===== src/rtl/uart_tx_fifo.sv =====
// uart_tx_fifo: 8N1 UART transmitter with a small byte FIFO in front of
// the shifter. Bytes written while o_TX_Ready is high are queued. The FSM
// pops the head byte whenever it is idle and the queue is non-empty.
//
// Ports
//   i_Clock       system clock, all logic on its rising edge
//   i_Reset       synchronous active-high reset
//   i_TX_DV       write strobe for i_TX_Byte
//   i_TX_Byte     byte to queue for transmission
//   o_TX_Ready    FIFO not full; writes accepted only while high
//   o_TX_Active   a frame is on the line (START, DATA or STOP)
//   o_TX_Serial   UART line, idle high
//   o_TX_Done     one-cycle pulse in the first IDLE cycle after a frame
//   o_FIFO_Count  bytes stored and not yet popped
//
// state | meaning
// ------+-----------------------------------------------------------
// IDLE  | line high; pops the head byte when the FIFO is non-empty
// START | start bit (0) for CLKS_PER_BIT cycles
// DATA  | data bits, LSB first, bit_idx_q selects the current bit
// STOP  | stop bit (1); leaving it raises o_TX_Done for one cycle
module uart_tx_fifo #(
  parameter int CLKS_PER_BIT = 217,
  parameter int FIFO_DEPTH   = 4
) (
  input  logic                         i_Clock,
  input  logic                         i_Reset,
  input  logic                         i_TX_DV,
  input  logic [7:0]                   i_TX_Byte,
  output logic                         o_TX_Ready,
  output logic                         o_TX_Active,
  output logic                         o_TX_Serial,
  output logic                         o_TX_Done,
  output logic [$clog2(FIFO_DEPTH):0]  o_FIFO_Count
);

  localparam int PW = $clog2(FIFO_DEPTH);
  localparam int CW = $clog2(CLKS_PER_BIT);
  localparam logic [CW-1:0] CNT_LAST = CW'(CLKS_PER_BIT - 1);
  localparam logic [PW:0]   DEPTH    = (PW+1)'(FIFO_DEPTH);
  localparam logic [PW:0]   CNT_ONE  = (PW+1)'(1);
  localparam logic [PW-1:0] PTR_ONE  = PW'(1);

  typedef enum logic [1:0] {IDLE, START, DATA, STOP} state_t;

  state_t        state_q;
  logic [CW-1:0] clk_cnt_q;
  logic [2:0]    bit_idx_q;
  logic [7:0]    shift_q;
  logic          serial_q;
  logic          active_q;
  logic          done_q;

  logic [7:0]    mem_q [FIFO_DEPTH];
  logic [PW-1:0] wr_ptr_q;
  logic [PW-1:0] rd_ptr_q;
  logic [PW:0]   count_q;
  logic [PW:0]   count_d;

  logic push;
  logic pop;

  // Ready depends only on registered count, so a write arriving in the same
  // cycle as a pop from a full FIFO is still refused.
  assign o_TX_Ready = (count_q < DEPTH);
  assign push       = i_TX_DV && o_TX_Ready && !i_Reset;
  assign pop        = (state_q == IDLE) && (count_q != '0);

  always_comb begin
    count_d = count_q;
    if (push && !pop) begin
      count_d = count_q + CNT_ONE;
    end else if (pop && !push) begin
      count_d = count_q - CNT_ONE;
    end
  end

  // Storage needs no reset: entries are only read after being written.
  always_ff @(posedge i_Clock) begin
    if (push) begin
      mem_q[wr_ptr_q] <= i_TX_Byte;
    end
  end

  always_ff @(posedge i_Clock) begin
    if (i_Reset) begin
      state_q   <= IDLE;
      clk_cnt_q <= '0;
      bit_idx_q <= '0;
      shift_q   <= '0;
      serial_q  <= 1'b1;
      active_q  <= 1'b0;
      done_q    <= 1'b0;
      wr_ptr_q  <= '0;
      rd_ptr_q  <= '0;
      count_q   <= '0;
    end else begin
      count_q <= count_d;
      if (push) wr_ptr_q <= wr_ptr_q + PTR_ONE;
      if (pop)  rd_ptr_q <= rd_ptr_q + PTR_ONE;
      done_q <= 1'b0;

      case (state_q)
        IDLE: begin
          serial_q  <= 1'b1;
          active_q  <= 1'b0;
          clk_cnt_q <= '0;
          bit_idx_q <= '0;
          if (pop) begin
            shift_q  <= mem_q[rd_ptr_q];
            serial_q <= 1'b0;
            active_q <= 1'b1;
            state_q  <= START;
          end
        end
        START: begin
          if (clk_cnt_q == CNT_LAST) begin
            clk_cnt_q <= '0;
            bit_idx_q <= '0;
            serial_q  <= shift_q[0];
            state_q   <= DATA;
          end else begin
            clk_cnt_q <= clk_cnt_q + CW'(1);
          end
        end
        DATA: begin
          if (clk_cnt_q == CNT_LAST) begin
            clk_cnt_q <= '0;
            if (bit_idx_q == 3'd7) begin
              serial_q <= 1'b1;
              state_q  <= STOP;
            end else begin
              bit_idx_q <= bit_idx_q + 3'd1;
              serial_q  <= shift_q[bit_idx_q + 3'd1];
            end
          end else begin
            clk_cnt_q <= clk_cnt_q + CW'(1);
          end
        end
        STOP: begin
          if (clk_cnt_q == CNT_LAST) begin
            clk_cnt_q <= '0;
            active_q  <= 1'b0;
            done_q    <= 1'b1;
            state_q   <= IDLE;
          end else begin
            clk_cnt_q <= clk_cnt_q + CW'(1);
          end
        end
        default: state_q <= IDLE;
      endcase
    end
  end

  assign o_TX_Active  = active_q;
  assign o_TX_Serial  = serial_q;
  assign o_TX_Done    = done_q;
  assign o_FIFO_Count = count_q;

endmodule


===== config.mk =====
export PLATFORM = sky130hd
export DESIGN_NAME = uart_tx_fifo
export DESIGN_NICKNAME = d
export VERILOG_FILES = /design/src/rtl/uart_tx_fifo.sv
export SDC_FILE = /design/constraint.sdc
export NUM_CORES = 1
export LEC_CHECK = 0
export ABC_AREA = 1
export CORE_AREA = 2 2 78 80
export CTS_CLUSTER_SIZE = 28
export DETAILED_ROUTE_END_ITERATION = 7
export DIE_AREA = 0 0 80 82
export PLACE_DENSITY_LB_ADDON = 0.12
export SETUP_SLACK_MARGIN = 0.1
export SKIP_LAST_GASP = 1
export SYNTH_ARGS = -nofsm -noshare
export SYNTH_HDL_FRONTEND = slang
export SYNTH_SLANG_ARGS = --single-unit

===== constraint.sdc =====
create_clock -name i_Clock -period 5.1 [get_ports i_Clock]
set_input_delay 1.275 -clock i_Clock [delete_from_list [all_inputs] [get_ports i_Clock]]
set_output_delay 1.275 -clock i_Clock [all_outputs]
set_load 0.005 [all_outputs]

=== Word-level counts from Yosys, hierarchy flattened ===
Memories as Yosys holds them, arrays and structs flattened. A register that Yosys moved wholly into a read port is not among the register bits.
Cells that the tools add are included.

* Logic and storage cells: 77
* Memories: 1
* Output and inout bits: 7
* Flip-flop bits (word level): 23
* Memory bits (writable): 32
* Input port bits: 11

* Muxes and demuxes: 27
* $add $sub $neg: 6
* Bitwise gates (word level): 1
* $lt $le $gt $ge: 2
* Reductions and logical operators: 20
* Equal/unequal tests: 11

{| class="wikitable"
|+ Memory list
! memory !! words !! width !! rd ports !! clocked after Yosys merged registers in !! wr ports !! line !! text
|-
| mem_q || 4 || 8 || 1 || 1 || 1 || 54 || <nowiki>logic [7:0] mem_q [FIFO_DEPTH];</nowiki>
|}

{| class="wikitable"
|+ Operators by type and width
! kind !! number
|-
| 8-bit case mux with 2 select lines || 1
|-
| 3-bit 2-to-1 mux || 5
|-
| 2-bit != test, second input constant || 6
|-
| 1-bit 2-to-1 mux || 10
|-
| 2-bit 2-to-1 mux || 5
|-
| 3-bit case mux with 3 select lines || 1
|-
| 8-bit by 1-bit adder with 8-bit output, second input constant || 1
|-
| 8-bit == test, second input constant || 1
|-
| 8-bit 2-to-1 mux || 1
|-
| 2-bit case mux with 4 select lines || 1
|-
| 3-bit by 1-bit adder with 3-bit output, second input constant || 2
|-
| 3-bit nonzero test || 2
|-
| 1-bit logical AND || 5
|-
| 5-bit AND reduction || 1
|-
| 2-bit by 1-bit adder with 2-bit output, second input constant || 2
|-
| 2-bit == test, second input constant || 2
|-
| 3-bit by 4-bit less-than comparator with 1-bit output, second input constant || 1
|-
| 2-bit AND reduction || 2
|-
| 4-bit AND reduction || 1
|-
| 2-bit nonzero test || 2
|-
| 1-bit binary-select mux with 3-bit select || 1
|-
| 3-bit == test, second input constant || 1
|-
| 1-bit zero test || 3
|-
| 3-bit less-than comparator, second input constant || 1
|-
| 9 further kinds || 9
|}

=== Longest topological paths before layout ===
Gate-level depths: netlist (run 1).

* Word-level depth: 7
* Mapped depth: 12
* Depth with buffers taken out: 12

=== Least setup slack after synthesis (run 1) ===
OpenSTA, ideal clock, no wires.

* Path kind: input-to-reg
* Start point: input port i_Reset
* End point: register count_q[2] (netlist: o_FIFO_Count[2])
* Arrival time: 2760 ps
* Setup slack: 2216 ps
* Stages: 11
* Data required time: 4976 ps
* Library setup time: 124 ps
* Path buffers: 1
* Path through: buf_2 -> inv_2 -> nand3_1 -> inv_1 -> ha_1 -> inv_1 -> fa_1 -> a21oi_1 -> o21ai_0 -> o21ai_0 -> a21oi_1

* Longest elaborated chain between the ends: 5
* Elaborated cells between the ends (all ways): 7
* Classes of those cells: 1 x mux; 6 x reduce/logical

{| class="wikitable"
|+ RTL lines
! element !! line !! text
|-
| start, declared || 27 || <nowiki>input logic i_Reset,</nowiki>
|-
| 1-bit zero test (*) || 66 || <nowiki>assign push = i_TX_DV && o_TX_Ready && !i_Reset;</nowiki>
|-
| 1-bit logical AND (*) || 66 ||
|-
| named net push || 60 || <nowiki>logic push;</nowiki>
|-
| 1-bit zero test || 73 || <nowiki>end else if (pop && !push) begin</nowiki>
|-
| 1-bit logical AND || 73 ||
|-
| 2-bit nonzero test (no source line) || n/a ||
|-
| end signal, assigned || 98 || <nowiki>count_q <= count_d;</nowiki>
|-
| end, declared || 57 || <nowiki>logic [PW:0] count_q;</nowiki>
|}

Mark *: on every way through the listed nets, which the timed path passes. The rest lies on a longest branch.
A chain may end at the register's enable or synchronous reset.

=== Final worst setup path (run 1) ===
Ends and elaborated chain as after synthesis.

==> flow_summary.json, run 1 <==
{
  "intPower_mw": 1.07,
  "clock_sinks": 63,
  "path_cells": "clkdlybuf4s50_1 > inv_2 > nand3_1 > inv_1 > ha_1 > inv_1 > fa_1 > a21oi_1 > o21ai_0 > o21ai_0 > a21oi_1",
  "final_common_cell": "nor2_1",
  "cts_buffers": 9,
  "sw_frac_of_total": 0.339,
  "p_per_area_nw_per_um2": 505,
  "finalNetCount": 339,
  "initial_core_util": 0.485,
  "maxCapViolCount": 0,
  "setup_viol": 0,
  "arrival_ns": 3.56,
  "drt_iter0_markers": 107,
  "use_met3": 0.0527,
  "yosysTopAreaCell": "edfxtp_1",
  "firstDrtPassIters": 4,
  "path_max_fanout": 17,
  "rsz0062_at_grt": "no",
  "final_core_util": 0.560,
  "slowest_stage": "clkdlybuf4s50_1",
  "wire_per_inst_um": 13.3,
  "power_leakage_nw": 1.27,
  "p_switching_mw": 0.551,
  "holdWs_ns": 0.469,
  "antenna_found_initial": 0,
  "grt_pass1_vias": 1905,
  "p_clk_frac": 0.285,
  "syn-cell-area_um2": 2790,
  "cp_num_buf_inv": 4,
  "layout_min_cycle_time_ns": 3.34,
  "die_w_um": 80,
  "holdBufCountCts": 0,
  "cts_root_buffer": "clkbuf_8",
  "combPwrFrac": 0.302,
  "cpPeakStageDelay_ns": 0.56,
  "post-route-drc-count": 0,
  "vias": 1959,
  "drive_gt1_frac": 0.0878,
  "final_antenna_net_count": 0,
  "busiest_layer": "met2",
  "netlist_instances": 293,
  "seq_area_frac_synth": 0.568,
  "fin_ws_ns": 1.76,
  "grtUsageMet1": 0.238,
  "final_hold_viol_count": 0,
  "ir_drop_uv": 210,
  "coreArea_um2": 5750,
  "die_h_um": 82,
  "area_growth_pct": 15.4,
  "relSlewSlack": 0.482,
  "layout_common_cells": "nor2_1 (54), inv_1 (34), nand2_1 (33)",
  "post-place-ws_ns": 1.43,
  "critical_path_class": "primary input to flop",
  "synth_warnings": 0,
  "cts_tree": "built",
  "worstSetupStartpointType": "primary input",
  "grt_usage": 0.179,
  "clk_latency_ns": 0.33,
  "rows": 28,
  "status": "complete, no violations",
  "clkTransAtPathRegs_ns": 0.06,
  "clock.fmax_ghz": 0.299,
  "synth.top_cells.by_area": "edfxtp_1 (34%), dfxtp_1 (22%), nor2_1 (7.3%)",
  "period_share": 0.655,
  "cts.htree.levels": 3,
  "grt_remaining_overflow": 0,
  "io_buffer_count": 17,
  "hold_class": "flop to flop",
  "detail_route.vias_per_cell": 4.97,
  "required_ns": 5.31,
  "grt_pass1_wl_um": 8800,
  "fin_setup_tns_ns": 0,
  "clockBufferDepth": 2,
  "use_met2": 0.283,
  "wirelength_um": 5220,
  "post_cts_buffers": 0,
  "cts.repair.resized": 0,
  "syn_nets": 318,
  "gp_congestion": 0.764,
  "ios": 18,
  "ys_ff_latch": 63,
  "yosys.cell_types.count": 30,
  "critPathTopFamily": "buffers and inverters",
  "skew_ns": 0.00843,
  "critPathCaptureType": "flop",
  "die-area_um2": 6560,
  "synth_top_area_share": 0.345,
  "syn_area_per_cell_um2": 9.51,
  "grt_max_degree": 19,
  "total_power_mw": 1.62,
  "finalMaxSlewViolations": 0,
  "place_hpwl_um": 3570,
  "worstMarginPinSlew_ns": 0.773,
  "p_seq_frac": 0.413,
  "antenna_cells": 0
}
routing by layer:
metal	wire length [µm]	share of wire
met1	2560	0.49
met5	0	0
met2	2440	0.47
met3	179	0.034
met4	46	0.0088
worst paths after layout:
path	cells after the start	startpoint	slack (ns)	to
hold / removal	1	clk_cnt_q[0]	0.47	clk_cnt_q[0]
setup / recovery	11	i_Reset	1.76	o_FIFO_Count[2]
setup reg to reg	10	state_q[0]	2.68	o_FIFO_Count[1]
hold reg to reg	1	clk_cnt_q[0]	0.47	clk_cnt_q[0]
synthesized netlist by cell type:
master,instances
o21ai_0,30
inv_1,34
buf_6,1
edfxtp_1,32
a21oi_2,2
nor2_2,1
nand3_1,8
buf_4,2
nand4_1,4
o21ai_1,2
nand2_1,33
a211oi_1,1
nor3_1,2
ha_1,13
dfxtp_1,31
or2_4,1
nor2_1,54
nor3b_1,1
a21o_1,1
buf_2,4
fa_1,1
nand2_4,1
xor2_1,4
o22ai_1,8
inv_2,4
nand3_2,2
nand3b_1,2
a21oi_1,11
nand3_4,1
nand2_2,2
worst register-to-register path, stage by stage (launching register included):
cell and delay (ns):
dfxtp_1 0.33, inv_1 0.11, ha_1 0.23, inv_1 0.10, a21oi_2 0.40, inv_2 0.21
ha_1 0.24, inv_1 0.09, fa_1 0.41, o21ai_0 0.16, a21oi_1 0.06
registers in the layout, indices dropped and copies added (netlist names), 2 cells and up:
register,cells
mem_q,32
bit_idx_q,3
clk_cnt_q,8
wr_ptr_q,2
o_FIFO_Count,3
rd_ptr_q,2
state_q,2
shift_q,8
logic make-up after synthesis:
group / Yosys count / synth area share
DFF: 63 / 0.568
xor gates and xnor gates: 4 / 0.0126
and+or+nand+nor: 112 / 0.180
AOI/OAI and AO/OA: 55 / 0.107
buffers and inverters: 45 / 0.0678
adders and majority gates: 14 / 0.0656
final cells by class:
cell class | instances | area (µm²)
timing repair buffer | 17 | 170
clock buffer | 10 | 128
clock inverter | 6 | 85.1
fill | 513 | 2530
inverter | 38 | 143
tap | 75 | 93.8
multi-input combinational | 185 | 1020
sequential | 63 | 1580
power groups by stage:
stage               combinational (mW)  clock (mW)  sequential [mW]
floorplan                        0.382           0            0.656
global placement                 0.481           0            0.680
detailed placement               0.489           0            0.681
CTS                              0.494       0.471            0.671
global route                     0.570       0.495            0.681
finish                           0.491       0.463            0.671
per-stage QoR:
step,area (µm²),std cells
floorplan,2790,293
global placement,3000,378
detailed placement,3000,378
CTS,3220,394
global route,3220,394
finish,3220,394
Note: power is estimated with default switching activity, not from simulation.
==> run 2, diff against run 1 <==
Clock period 5.1 ns to 2.75 ns, I/O delays scaled along.
==> flow_summary.json, run 2 (synthesis gave the netlist of run 1 again) <==
{
  "status": "complete, no violations",
  "drive_gt1_frac": 0.110,
  "area_growth_pct": 16.8,
  "cts_tree": "built",
  "die-area_um2": 6560,
  "clock.fmax_ghz": 0.444,
  "critPathCaptureType": "flop",
  "cts.htree.levels": 3,
  "rsz0062_at_grt": "no",
  "initial_core_util": 0.485,
  "ios": 18,
  "largest-register": "mem_q",
  "grt_usage": 0.173,
  "path_max_fanout": 3,
  "final_core_util": 0.566,
  "grt_pass1_vias": 1890,
  "post-place-ws_ns": 0.145,
  "die_w_um": 80,
  "die_h_um": 82,
  "final_hold_viol_count": 0,
  "layout_common_cells": "nor2_1 (54), inv_1 (34), nand2_1 (33)",
  "final_common_cell": "nor2_1",
  "io_buffer_count": 17,
  "wirelength_um": 4980,
  "finalNetCount": 348,
  "setup_viol": 0,
  "rows": 28,
  "critical_path_class": "primary input to flop",
  "vias": 1956,
  "arrival_ns": 2.46,
  "antenna_cells": 0,
  "finalNonFillerCells": 403,
  "detail_route.vias_per_cell": 4.85,
  "place_inst": 387,
  "final_antenna_net_count": 0,
  "period_share": 0.819,
  "holdBufCountCts": 0,
  "antenna_found_initial": 0,
  "clock_sinks": 63,
  "fin_ws_ns": 0.497,
  "multi_input_area_um2": 1020,
  "largest_reg_flops": 32,
  "regArea_um2": 1580,
  "skew_ns": 0.00804,
  "coreArea_um2": 5750,
  "power_leakage_nw": 1.30,
  "worstSetupStartpointType": "primary input",
  "p_per_area_nw_per_um2": 896,
  "clockBufferDepth": 2,
  "rrSetupSlack_ns": 0.52,
  "clkTransAtPathRegs_ns": 0.06,
  "cts_root_buffer": "clkbuf_8",
  "drt_iter0_markers": 167,
  "maxCapViolCount": 0,
  "grt_remaining_overflow": 0,
  "grt_pass1_wl_um": 8610,
  "finalMaxSlewViolations": 0,
  "top_regs": "mem_q: 32 flops, clk_cnt_q: 8 flops, shift_q: 8 flops",
  "nFillCells": 515,
  "layout_min_cycle_time_ns": 2.25,
  "clk_latency_ns": 0.32,
  "hold_class": "flop to flop",
  "worstMarginPinSlew_ns": 0.306,
  "cts_buffers": 9,
  "post_cts_buffers": 0,
  "post-route-drc-count": 0,
  "fin_setup_tns_ns": 0,
  "cts.repair.resized": 0,
  "relSlewSlack": 0.796,
  "wire_per_inst_um": 12.3,
  "required_ns": 2.95,
  "gp_congestion": 0.754,
  "place_hpwl_um": 3460,
  "ir_drop_uv": 538,
  "grt_max_degree": 18,
  "firstDrtPassIters": 4
}
-- run 2: final timing paths --
| kind | cells after the start | startpoint | endpoint |
|---|---|---|---|
| hold / removal | 2 | o_TX_Active | o_TX_Active |
| hold reg to reg | 2 | o_TX_Active | o_TX_Active |
| setup / recovery | 11 | i_Reset | o_FIFO_Count[2] |
| setup reg to reg | 12 | state_q[0] | o_FIFO_Count[2] |
-- run 2: stage by stage --
stage,cell area (µm²),hold WS (ns),power [mW]
finish,3250,0.469,2.92
global route,3250,0.495,3.15
CTS,3250,0.467,2.95
detailed placement,3070,0.453,2.20
global placement,3070,0.451,2.19
floorplan,2790,0.430,1.92
-- run 2: final cells by class --
| class | count | area share |
|---|---|---|
| inverters | 38 | 0.0438 |
| well taps | 75 | 0.0288 |
| clock buffers | 11 | 0.0404 |
| multi-input cells | 185 | 0.312 |
| clock inverters | 5 | 0.0158 |
| repair buffers | 26 | 0.0730 |
| flip-flops and latches | 63 | 0.486 |
-- run 2: critical path, cell delays in order --
cell	delay, ns
clkdlybuf4s50_1	0.43
inv_2	0.08
nand3_1	0.09
inv_1	0.11
ha_1	0.14
inv_1	0.06
fa_1	0.38
a21oi_1	0.15
o21ai_0	0.12
o21ai_0	0.16
a21oi_1	0.05
-- run 2: layer usage --
layer | vias up | share of wire | global-route usage | routed length (µm)
li1 | 1028 | - | - | -
met1 | 886 | 0.50 | 0.235 | 2480
met2 | 35 | 0.45 | 0.258 | 2240
met3 | 7 | 0.038 | 0.0505 | 190
met4 | 0 | 0.011 | 0.0780 | 57
met5 | - | 0 | 0 | 0
-- run 2: report_power, final --
group | internal (mW) | leakage [nW] | switching (mW)
combinational | 0.385 | 0.666 | 0.573
clock | 0.413 | 0.0907 | 0.330
sequential | 1.13 | 0.544 | 0.0892
==> run 3, diff against run 2 <==
Clock period 2.75 ns to 2.1 ns, I/O delays scaled along.
==> flow_summary.json, run 3 (synthesis gave the netlist of run 1 again) <==
{
  "holdBufCountCts": 0,
  "cts_buffers": 9,
  "antenna_cells": 0,
  "grt_pass1_wl_um": 8040,
  "cts_root_buffer": "clkbuf_8",
  "area_growth_pct": 18.2,
  "skew_ns": 0.00526,
  "vias": 1945,
  "grt_remaining_overflow": 0,
  "ir_drop_uv": 553,
  "place_area_um2": 3120,
  "hold_class": "flop to flop",
  "grt_max_degree": 18,
  "coreArea_um2": 5750,
  "p_per_area_nw_per_um2": 1140,
  "clockBufferDepth": 2,
  "clkTransAtPathRegs_ns": 0.07,
  "required_ns": 1.57,
  "wire_per_inst_um": 12.2,
  "grt_pass1_vias": 1754,
  "cp_num_buf_inv": 2,
  "largest-register": "mem_q",
  "p_seq_frac": 0.425,
  "die_h_um": 82,
  "firstDrtPassIters": 4,
  "top_regs": "mem_q: 32 flops, clk_cnt_q: 8 flops, shift_q: 8 flops",
  "place_hpwl_um": 3420,
  "wirelength_um": 4960,
  "clock.fmax_ghz": 0.520,
  "layout_common_cells": "nor2_1 (54), nand2_1 (33), edfxtp_1 (32)",
  "die-area_um2": 6560,
  "detail_route.vias_per_cell": 4.78,
  "combPwrFrac": 0.348,
  "io_buffer_count": 17,
  "final_hold_viol_count": 0,
  "post-route-drc-count": 0,
  "final_common_cell": "nor2_1",
  "finalNetCount": 352,
  "power_leakage_nw": 1.33,
  "rows": 28,
  "layout_min_cycle_time_ns": 1.92,
  "clock_sinks": 63,
  "path_max_fanout": 6,
  "critPathTopFamily": "buffers and inverters",
  "gp_congestion": 0.760,
  "period_share": 0.916,
  "worstSetupStartpointType": "flop",
  "sw_frac_of_total": 0.346,
  "cts_tree": "built",
  "relSlewSlack": 0.791,
  "slowest_stage": "clkdlybuf4s50_1",
  "path_cells": "inv_1 > clkdlybuf4s50_1",
  "drive_gt1_frac": 0.142,
  "maxCapViolCount": 0,
  "rsz0062_at_grt": "no",
  "grt_usage": 0.166,
  "rrSetupSlack_ns": 0.24,
  "setup_viol": 0,
  "drt_iter0_markers": 62,
  "p_clk_frac": 0.227,
  "post_cts_buffers": 0,
  "p_switching_mw": 1.31,
  "largest_reg_flops": 32,
  "final_antenna_net_count": 0,
  "clk_latency_ns": 0.33,
  "cpPeakStageDelay_ns": 0.55,
  "finalMaxSlewViolations": 0,
  "critPathCaptureType": "output port",
  "cts.htree.levels": 3,
  "arrival_ns": 1.40,
  "die_w_um": 80,
  "ios": 18,
  "worstMarginPinSlew_ns": 0.313,
  "status": "complete, no violations",
  "initial_core_util": 0.485,
  "total_power_mw": 3.77,
  "intPower_mw": 2.46,
  "antenna_found_initial": 0,
  "fin_area_um2": 3290,
  "critical_path_class": "flop to output port"
}
-- run 3: worst reg2reg max path, delay by kind of cell, from the launching register on --
kind	cells	cell delay, ns
fa+ha+maj	3	0.68
flops	1	0.36
buf+inv	4	0.25
compound gates	5	0.45
-- run 3: cell type report --
type | instances | area (µm²)
clock buffer | 11 | 131
clock inverter | 5 | 25.0
inverter | 38 | 145
sequential | 63 | 1580
fill | 544 | 2450
tap | 75 | 93.8
timing repair buffer | 30 | 273
multi-input combinational | 185 | 1040
-- run 3: timing repair --
action / 4_1_cts / 5_1_grt
resized for setup: 1 / 8
pin swaps: 0 / 0
setup endpoints to repair: 1 / 2
-- run 3: metrics by stage --
stage	utilization	TNS (ns)	hold WS, ns	instances	setup WS [ns]
floorplan	-	0	0.430	293	0.111
global placement	0.542	-0.258	0.447	391	-0.181
detailed placement	0.542	-0.358	0.454	391	-0.235
CTS	0.570	0	0.470	407	0.110
global route	0.573	0	0.482	407	0.100
finish	0.573	0	0.468	407	0.177
-- run 3: routing by layer --
layer	part of all wire	track usage	wire length (µm)
met1	0.46	0.205	2290
met2	0.49	0.275	2450
met5	0	0	0
met4	0.017	0.0847	85
met3	0.027	0.0385	136
-- run 3: final timing paths --
check / start / to / depth (start not counted)
max: o_FIFO_Count[2] / o_TX_Ready / 2
min: o_TX_Active / o_TX_Active / 2
max reg2reg: state_q[0] / o_FIFO_Count[2] / 12
min reg2reg: o_TX_Active / o_TX_Active / 2
-- run 3: power groups by stage --
stage,clock [mW],sequential (mW),combinational (mW)
after global routing,0.942,1.62,1.51
after detailed placement,0,1.62,1.29
final,0.854,1.60,1.31
after CTS,0.882,1.60,1.30
after global placement,0,1.62,1.28
after floorplan,0,1.59,0.939
